<file path="config.mk">
export PLATFORM = sky130hd
export DESIGN_NAME = uart_tx_arbiter
export DESIGN_NICKNAME = d
export VERILOG_FILES = /design/src/rtl/uart_arb_pkg.sv /design/src/rtl/rr_priority_picker.sv /design/src/rtl/uart_tx_arbiter.sv
export SDC_FILE = /design/constraint.sdc
export NUM_CORES = 1
export LEC_CHECK = 0
export ABC_AREA = 1
export CORE_ASPECT_RATIO = 1.1
export CORE_MARGIN = 2
export CORE_UTILIZATION = 50
export CTS_BUF_LIST = sky130_fd_sc_hd__clkbuf_8
export CTS_CLUSTER_SIZE = 16
export DETAILED_ROUTE_END_ITERATION = 16
export PLACE_DENSITY = 0.83
export RECOVER_POWER = 100
export SLEW_MARGIN = 20
export SYNTH_ARGS = -nofsm -noshare
export SYNTH_HDL_FRONTEND = slang
export SYNTH_HIERARCHICAL = 1
export SYNTH_SLANG_ARGS = --single-unit
</file>
<file path="constraint.sdc">
create_clock -name i_Clock -period 2.15 [get_ports i_Clock]
set_input_delay 0.3225 -clock i_Clock [delete_from_list [all_inputs] [get_ports i_Clock]]
set_output_delay 0.3225 -clock i_Clock [all_outputs]
set_load 0.03 [all_outputs]
</file>
<file path="src/rtl/uart_arb_pkg.sv">
// uart_arb_pkg: shared state encodings and byte width for the UART transmit arbiter.
package uart_arb_pkg;

    localparam int BYTE_W = 8;

    typedef enum logic [1:0] {
        ST_IDLE      = 2'b00,
        ST_ISSUE     = 2'b01,
        ST_WAIT_DONE = 2'b10
    } state_t;

endpackage

</file>
<file path="src/rtl/rr_priority_picker.sv">
// rr_priority_picker: finds the first set request after ptr, wrapping around.
module rr_priority_picker #(
    parameter int N     = 4,
    parameter int IDX_W = $clog2(N)
) (
    input  logic [N-1:0]     req,
    input  logic [IDX_W-1:0] ptr,
    output logic             found,
    output logic [IDX_W-1:0] idx
);

    // Walk the candidates farthest-first so the nearest one after ptr wins.
    always_comb begin
        found = 1'b0;
        idx   = '0;
        for (int i = N; i >= 1; i--) begin
            if (req[IDX_W'((int'(ptr) + i) % N)]) begin
                found = 1'b1;
                idx   = IDX_W'((int'(ptr) + i) % N);
            end
        end
    end

endmodule

</file>
<file path="src/rtl/uart_tx_arbiter.sv">
// uart_tx_arbiter: per-message round-robin sharing of one UART transmitter among byte sources.
module uart_tx_arbiter
    import uart_arb_pkg::*;
#(
    parameter int NUM_REQ     = 4,
    parameter int GAP_TIMEOUT = 1024,
    parameter int IDX_W       = $clog2(NUM_REQ)
) (
    input  logic                      i_Clock,
    input  logic                      i_Rst,
    input  logic [NUM_REQ-1:0]        i_Req_Valid,
    input  logic [BYTE_W*NUM_REQ-1:0] i_Req_Byte,
    input  logic [NUM_REQ-1:0]        i_Req_Last,
    output logic [NUM_REQ-1:0]        o_Req_Ready,
    output logic                      o_TX_DV,
    output logic [BYTE_W-1:0]         o_TX_Byte,
    input  logic                      i_TX_Active,
    input  logic                      i_TX_Done,
    output logic                      o_Grant_Valid,
    output logic [IDX_W-1:0]          o_Grant_Idx,
    output logic                      o_Timeout
);

    localparam int CNT_W = (GAP_TIMEOUT > 0) ? $clog2(GAP_TIMEOUT + 1) : 1;
    localparam logic [NUM_REQ-1:0] ONE = NUM_REQ'(1);

    state_t              state, state_n;
    logic [IDX_W-1:0]    owner, owner_n, ptr, ptr_n, pick_idx;
    logic [NUM_REQ-1:0]  ready_n;
    logic [BYTE_W-1:0]   byte_n;
    logic [BYTE_W-1:0]   req_byte [NUM_REQ];
    logic [CNT_W-1:0]    gap_cnt, gap_n;
    logic                pick_found, last_flag, last_n, gv_n, dv_n, tmo_n;
    logic                own_valid, xfer, gap_hit;

    for (genvar k = 0; k < NUM_REQ; k++) begin : g_byte
        assign req_byte[k] = i_Req_Byte[k*BYTE_W +: BYTE_W];
    end

    rr_priority_picker #(
        .N     (NUM_REQ),
        .IDX_W (IDX_W)
    ) u_pick (
        .req   (i_Req_Valid),
        .ptr   (ptr),
        .found (pick_found),
        .idx   (pick_idx)
    );

    assign own_valid   = i_Req_Valid[owner];
    assign xfer        = own_valid && o_Req_Ready[owner];
    assign gap_hit     = (GAP_TIMEOUT > 0) && !own_valid && (gap_cnt + 1'b1 == CNT_W'(GAP_TIMEOUT));
    assign o_Grant_Idx = owner;

    always_comb begin
        state_n = state;
        owner_n = owner;
        ptr_n   = ptr;
        last_n  = last_flag;
        gv_n    = o_Grant_Valid;
        byte_n  = o_TX_Byte;
        ready_n = '0;
        gap_n   = '0;
        dv_n    = 1'b0;
        tmo_n   = 1'b0;
        case (state)
            ST_IDLE: begin
                if (pick_found) begin
                    state_n = ST_ISSUE;
                    owner_n = pick_idx;
                    gv_n    = 1'b1;
                    ready_n = i_TX_Active ? '0 : ONE << pick_idx;
                end
            end
            ST_ISSUE: begin
                if (xfer) begin
                    state_n = ST_WAIT_DONE;
                    byte_n  = req_byte[owner];
                    last_n  = i_Req_Last[owner];
                    dv_n    = 1'b1;
                end else if (gap_hit) begin
                    state_n = ST_IDLE;
                    ptr_n   = owner;
                    owner_n = '0;
                    gv_n    = 1'b0;
                    tmo_n   = 1'b1;
                end else begin
                    gap_n   = (GAP_TIMEOUT > 0 && !own_valid) ? gap_cnt + 1'b1 : '0;
                    ready_n = (i_TX_Active || o_TX_DV) ? '0 : ONE << owner;
                end
            end
            ST_WAIT_DONE: begin
                // The owner keeps the grant across bytes; only its last byte frees the UART.
                if (i_TX_Done && last_flag) begin
                    state_n = ST_IDLE;
                    ptr_n   = owner;
                    owner_n = '0;
                    gv_n    = 1'b0;
                end else if (i_TX_Done) begin
                    state_n = ST_ISSUE;
                    ready_n = i_TX_Active ? '0 : ONE << owner;
                end
            end
            default: state_n = ST_IDLE;
        endcase
    end

    always_ff @(posedge i_Clock) begin
        if (i_Rst) begin
            state         <= ST_IDLE;
            owner         <= '0;
            ptr           <= IDX_W'(NUM_REQ - 1);
            last_flag     <= 1'b0;
            gap_cnt       <= '0;
            o_Req_Ready   <= '0;
            o_TX_DV       <= 1'b0;
            o_TX_Byte     <= '0;
            o_Grant_Valid <= 1'b0;
            o_Timeout     <= 1'b0;
        end else begin
            state         <= state_n;
            owner         <= owner_n;
            ptr           <= ptr_n;
            last_flag     <= last_n;
            gap_cnt       <= gap_n;
            o_Req_Ready   <= ready_n;
            o_TX_DV       <= dv_n;
            o_TX_Byte     <= byte_n;
            o_Grant_Valid <= gv_n;
            o_Timeout     <= tmo_n;
        end
    end

endmodule

</file>
Word-level counts from Yosys, hierarchy flattened --
Cells that the tools add are included.
Word-level totals: bits in registers 33, latch bits 0, bits in writable memories 0, ROM bits 0, input port bits 44, output and inout port bits 17, memories kept 0
Cells by class: add/sub/neg operators 5, multipliers 0, divide/modulo/power cells 0, magnitude comparators 6, eq/ne operators 9, shifts and indexed selects 2, mux-type cells 59, bitwise logic cells 2, reduce and logical (&&, ||, !) cells 15
Operators with widths (count):
- 4-bit two-way mux | 8
- 2-bit two-way mux | 15
- 1-bit two-way mux | 21
- 8-bit binary-select mux with 2-bit select | 1
- 2-bit by 4-bit < comparator with 1-bit output (second input constant) | 4
- 8-bit two-way mux | 2
- 1-bit binary-select mux with 2-bit select | 7
- 2-bit case mux with 3 select lines | 2
- 4-bit case mux with 3 select lines | 1
- 11-bit by 1-bit adder with 11-bit output (second input constant) | 1
- 11-bit equality test (second input constant) | 1
- 2-bit != test (second input constant) | 4
- 1-bit by 2-bit << shifter with 4-bit output (first input constant) | 2
- 3-bit != test (second input constant) | 2
- 5-bit AND reduction | 1
- 5-bit OR reduction | 1
- 2-bit by 1-bit adder with 2-bit output (second input constant) | 2
- 2-bit adder (second input constant) | 2
- 2-bit case mux with 2 select lines | 1
- 4-bit AND reduction | 1
- 3-bit greater-or-equal comparator (second input constant) | 1
- 1-bit logical AND | 3
- 2-bit by 3-bit < comparator with 1-bit output (second input constant) | 1
- 2-bit inverter with 3-bit output | 1
- other kinds (13) | 13

Logic depth before layout (Yosys ltp) --
Gate-level depths: netlist of the first run.
word-level depth 12, mapped depth 15, depth with buffers taken out 14

Cells and area by module --
Netlist of the first run, hierarchy kept.
By module, submodules not included:
- uart_tx_arbiter | times used 1, cells an instance 277, area each 1914.3 µm²
- rr_priority_picker | times used 1, cells an instance 51, area each 246.5 µm²

Worst setup path before layout of the first run --
OpenSTA, ideal clock, no wires.
path type register to register, from register owner[0] (netlist: o_Grant_Idx[0]), to register o_Grant_Valid, setup time 132 ps, arrival 1612 ps, required time 2018 ps, setup slack 406 ps, cell stages (with the launch flop) 15, buffers on the path 1, period minus slack after synthesis 1744 ps, path through dfxtp_1 > buf_4 > inv_2 > nand2_1 > nand2_1 > nand2_1 > nand2_1 > nor2_1 > nand2_1 > nor2_2 > nand2_4 > nand2_4 > nand2_1 > nand2_1 > a21oi_1
Between the ends: cells in the longest elaborated chain, start to end 6, elaborated cells on any way between the ends 10, classes of those cells 2 x eq/ne; 4 x mux; 4 x reduce/logical
Ends and longest elaborated chain:
- start, declared | line uart_tx_arbiter.sv:28 | logic [IDX_W-1:0] owner, owner_n, ptr, ptr_n, pick_idx;
- start signal, assigned | line uart_tx_arbiter.sv:122 | owner <= owner_n;
- 1-bit binary-select mux with 2-bit select | line uart_tx_arbiter.sv:50 | assign own_valid = i_Req_Valid[owner];
- 1-bit two-way mux (not written as such) | line uart_tx_arbiter.sv:50
- 1-bit zero test
- 1-bit logical AND | line uart_tx_arbiter.sv:52 | assign gap_hit = (GAP_TIMEOUT > 0) && !own_valid && (gap_cnt + 1'b1 == CNT_W'(GAP_TIMEOUT));
- 2-bit != test (no source line)
- 5-bit AND reduction (no source line) *
- end signal, assigned | line uart_tx_arbiter.sv:129 | o_Grant_Valid <= gv_n;
- end, declared | line uart_tx_arbiter.sv:19 | output logic o_Grant_Valid,
Every way passes the cells marked *; elsewhere a longest branch is shown, timed or not. The select of a mux whose other input is x is not followed. A chain may end at the register's enable or synchronous reset.

Worst setup path after layout of the first run --
from register owner[0] (netlist: o_Grant_Idx[0]), to output o_Grant_Idx[0]
RTL lines:
- end, declared | line uart_tx_arbiter.sv:20 | output logic [IDX_W-1:0] o_Grant_Idx,
No word-level cell between the ends.

==> results of run 1 <==
==> cell type report <==
| type | instances | area [µm²] | share of cell area (%) |
|---|---|---|---|
| Clock buffer | 7 | 96.3 | 3.30 |
| Clock inverter | 1 | 5.00 | 0.171 |
| Inverter | 33 | 129 | 4.41 |
| Multi-Input combinational cell | 251 | 1290 | 44.1 |
| Sequential cell | 33 | 661 | 22.6 |
| Tap cell | 54 | 67.6 | 2.31 |
| Timing Repair Buffer | 71 | 674 | 23.1 |
==> cells in the final DEF (no fill, tap or decap), drive strengths merged, types with 2 or more instances in the layout <==
master and instances:
dfxtp 33, a22oi 11, nor3 7, a31oi 4, o21bai 3, nand3 20, a31o 8, clkbuf 10
ha 7, o21ai 4, clkdlybuf4s50 43, nor2 35, nand2 118, nand4 7, inv 33, a21oi 20
buf 8, or2 2, dlygate4sd3 17
==> routing by layer <==
layer | vias to the layer above | part of all wire [%]
li1 | 1201 | -
met1 | 1049 | 40
met2 | 58 | 52
met3 | 12 | 5.6
met4 | 0 | 1.8
met5 | - | 0
==> kinds of logic after synthesis <==
group | Yosys count | synth area share [%]
AOI/OAI and AO/OA | 52 | 15.7
xor gates and xnor gates | 1 | 0.405
adders and majority gates | 7 | 4.05
buffers and inverters | 44 | 9.15
DFF | 33 | 30.6
and+or+nand+nor | 191 | 40.1
==> power by group through the flow <==
stage | Clock, mW | Combinational [mW] | Sequential [mW]
detailed placement | 0 | 1.77 | 0.854
floorplan | 0 | 1.23 | 0.887
finish | 0.516 | 1.73 | 0.840
CTS | 0.525 | 1.78 | 0.842
global placement | 0 | 1.74 | 0.853
global route | 0.554 | 1.91 | 0.858
==> state kept, by name (all words and copies together), names as in the netlist <==
register,flops
gap_cnt,11
last_flag,1
o_Grant_Idx,2
o_Grant_Valid,1
o_Req_Ready,4
o_TX_Byte,8
o_TX_DV,1
o_Timeout,1
ptr,2
state,2
==> worst reg2reg max path, delay by kind of cell (launching register included) <==
| family | cells | cell delay, ps |
|---|---|---|
| AO/OA/AOI/OAI | 1 | 70 |
| adder cells (fa/ha/maj) | 1 | 240 |
| buffers and inverters | 1 | 230 |
| flip-flops | 1 | 390 |
| AND/OR/NAND/NOR | 8 | 870 |
==> metrics by stage <==
| step | power (mW) | hold WS [ps] | instance area (µm²) |
|---|---|---|---|
| 2_1_floorplan | 2.12 | 392 | 2160 |
| 3_3_place_gp | 2.59 | 451 | 2860 |
| 3_5_place_dp | 2.62 | 458 | 2860 |
| 4_1_cts | 3.14 | 467 | 2960 |
| 5_1_grt | 3.32 | 503 | 2920 |
| 6_report | 3.09 | 461 | 2920 |
==> path summary, 6_finish.rpt <==
check / from / to / slack (ps) / cells past startpoint
setup / recovery: o_Grant_Idx[0] / o_Grant_Idx[0] / 150 / 2
hold reg to reg: o_TX_Byte[7] / o_TX_Byte[7] / 460 / 2
hold / removal: o_TX_Byte[7] / o_TX_Byte[7] / 460 / 2
setup reg to reg: gap_cnt[0] / gap_cnt[3] / 250 / 11
==> impl_metrics.ini, run 1 <==
[clock_network]
clkSinkCount = 33
clock_tree.root_cell = clkbuf_8
htree_levels = 2
cts_hold_buf = 0
cts_buffers = 5
clk_latency_ps = 290
ctsResizeCount = 0
cts_max_path_buffers = 2
clk_pin_slew_worst_paths_ps = 70
cts_tree = yes
cts_setup_buffers = 0

[critical_path]
startpoint_type = flip-flop
worstPathCellList = buf_4, dlygate4sd3_1
critPathMaxFanout = 8
critical_path_class = flip-flop to primary output
worstPathArrival_ps = 1680
worst-path-buf-inv = 2
path_delay_family = buffers and inverters
crit_required_ps = 1830
slowest_delay_ps = 770
cp_slowest_cell = dlygate4sd3_1
end_kind = primary output

[global_routing]
grt_max_degree = 15
gr-usage-all-layers_pct = 23.8
grt_overflow = 0
grt_util_met1_pct = 27.1
first_global_vias = 2169
top_usage_layer = met2
grtUsageMet2_pct = 42.6
grt_first_pass_wirelength_um = 9000
antenna_found_initial = 0
met3_usage_pct = 5.40

[logic_synthesis]
synth.most_common_cell = nand2_1
synth_fp_nets = 379
ys_seq_area_share_pct = 30.6
synth_common_cells = nand2_1 (105), dfxtp_1 (33), nor2_1 (30)
ys_types = 34
synthTopCellsByArea = dfxtp_1 (31%), nand2_1 (18%), nor2_1 (5.2%)
ys.flop_type = dfxtp_1
synth_edf_count = 0
synth.cell_area_um2 = 2160
avgSynthCellArea_um2 = 6.59
async_reset_ff_share_pct = 0
synth_top_cell_by_area = dfxtp_1
ys_warn_count = 6
synth-seq-cells = 33
synth_top_area_share_pct = 30.6
postSynthCellCount = 328

[power_and_ir_drop]
peakVddDrop_mv = 0.733
power_frac_comb_pct = 56.1
swShare_pct = 45.8
p_clk_share_pct = 16.7
seq_power_share_pct = 27.2
power_switching_mw = 1.41
leakagePower_nw = 1.30
p_per_area_nw_per_um2 = 1060
p_int_mw = 1.67

[die]
core_area_um2 = 4220
dieArea_um2 = 4860
die_h_um = 72.9
die_w_um = 66.7
pin_count = 61
initial_utilization_pct = 51.2
rows = 25

[placement]
placed_cells = 442
post-dp-hpwl_um = 4260
io_buffers = 60
gp_congestion = 0.879
dp_slack_ps = 68.5

[timing]
fin_crit_sh_pct = 92.9
fin_crit_ps = 2000
hold_viol = 0
setup_ws_ps = 152
skew_ps = 4.24
rsz0062_at_grt = false
fin_setup_tns_ps = 0
tightest_slew_ps = 461
relSlewSlack_pct = 69.2
finalMaxSlewViolations = 0
finalSetupViolCount = 0
max_freq_ghz = 0.500

[min_path]
hold_class = flip-flop to flip-flop

[cells_and_area]
antenna_cells = 0
fin_nets = 446
area_growth_pct = 35.3
final_core_util_pct = 69.2
drive_gt1_share_pct = 13.1
fillers = 385
fin_cells = 450

[route]
drt-wirelength-per-cell_um = 12.1
drc = 0
num_vias = 2320
firstDrtPassIters = 4
routed_wl_um = 5460
dr.first_iter.drc_count = 87
avgViaCountPerCell = 5.16
ant_nets = 0

[run_status]
status = completed

[job]
max-cap-violations = 0
Note: power is estimated with default switching activity, not from simulation.
==> run 2, diff against run 1 <==
Settings changed: CORE_MARGIN 2 to 4.
==> impl_metrics.ini, run 2 (synthesized netlist as in run 1, its figures left out) <==
[run_status]
status = completed

[clock_network]
cts_hold_buf = 0
clock_tree.root_cell = clkbuf_8
cts_setup_buffers = 0
cts_buffers = 5
clkSinkCount = 33
htree_levels = 2
cts_max_path_buffers = 2
ctsResizeCount = 0
clk_pin_slew_worst_paths_ps = 70
cts_tree = yes
clk_latency_ps = 290

[route]
dr.first_iter.drc_count = 140
drt-wirelength-per-cell_um = 12.7
ant_nets = 0
routed_wl_um = 5650
drc = 0
avgViaCountPerCell = 5.29
num_vias = 2353
firstDrtPassIters = 4

[timing]
fin_crit_sh_pct = 95.2
fin_crit_ps = 2050
max_freq_ghz = 0.489
fin_setup_tns_ps = 0
tightest_slew_ps = 454
setup_ws_ps = 104
relSlewSlack_pct = 69.5
finalSetupViolCount = 0
skew_ps = 10.4
rsz0062_at_grt = false
timing.hold.ws_ps = 463
hold_viol = 0
finalMaxSlewViolations = 0

[critical_path]
crit_required_ps = 1830
worstPathArrival_ps = 1720
startpoint_type = flip-flop
critPathMaxFanout = 9
critical_path_class = flip-flop to primary output
end_kind = primary output

[cells_and_area]
mostFrequentLayoutCells = nand2_1 (105), clkdlybuf4s50_1 (44), dfxtp_1 (32)
ff_latch_area_um2 = 662
fillers = 358
top_register = gap_cnt
mostFrequentLayoutCell = nand2_1
reg.largest.list = gap_cnt (11), o_TX_Byte (8), o_Req_Ready (4)
multi_input_area_um2 = 1300
largest_reg_flops = 11
fin_nets = 443
drive_gt1_share_pct = 13.5
area_growth_pct = 35.6
antenna_cells = 0
fin_cells = 445

[power_and_ir_drop]
peakVddDrop_mv = 0.705
totalPowerFinal_mw = 3.18
leakagePower_nw = 1.30
p_per_area_nw_per_um2 = 1090

[die]
dieArea_um2 = 5440
core_area_um2 = 4050
die_h_um = 76.9
rows = 24
initial_utilization_pct = 53.3
die_w_um = 70.7
pin_count = 61

[global_routing]
first_global_vias = 2323
grt_first_pass_wirelength_um = 10000
grt_max_degree = 19
gr-usage-all-layers_pct = 22.1
grt_overflow = 0
antenna_found_initial = 0

[placement]
post-dp-hpwl_um = 4380
placed_cells = 437
io_buffers = 60
gp_congestion = 0.878
dp_slack_ps = 4.86

[min_path]
hold_class = flip-flop to flip-flop

[job]
max-cap-violations = 0
-- run 2: critical path, cell delays in order, from the launching register on --
cell,delay [ps]
dfxtp_1,550
buf_4,200
clkdlybuf4s50_1,690
-- run 2: path summary, 6_finish.rpt --
kind                                startpoint        endpoint  slack (ps)  depth (start not counted)
worst max-delay path            o_Grant_Idx[0]  o_Grant_Idx[0]         100                          2
worst min-delay path              o_TX_Byte[7]    o_TX_Byte[7]         460                          2
worst max register to register          ptr[0]  o_Req_Ready[3]         240                         10
worst min register to register    o_TX_Byte[7]    o_TX_Byte[7]         460                          2
-- run 2: metal layers --
metal | vias up | wire length (µm) | GRT usage [%]
met3 | 24 | 396 | 5.23
met4 | 0 | 155 | 6.20
met2 | 84 | 2870 | 39.1
met5 | - | 0 | 0
li1 | 1202 | - | -
met1 | 1043 | 2230 | 26.3
-- run 2: final cells by class --
type / count / area share (%)
Clock buffer: 6 / 2.82
Timing Repair Buffer: 68 / 22.5
Multi-Input combinational cell: 251 / 44.3
Inverter: 33 / 4.40
Tap cell: 52 / 2.22
Clock inverter: 2 / 1.15
Sequential cell: 33 / 22.6
-- run 2: through the flow --
| stage | utilization [%] | area (µm²) |
|---|---|---|
| after detailed placement | 69.5 | 2820 |
| after global placement | 69.5 | 2820 |
| final | 72.3 | 2930 |
| after global routing | 72.3 | 2930 |
| after CTS | 72.4 | 2930 |
| after floorplan | - | 2160 |
-- run 2: where the power goes --
part	internal, mW	total (mW)	switching (mW)
clock	0.373	0.600	0.227
sequential	0.712	0.862	0.150
combinational	0.674	1.72	1.05
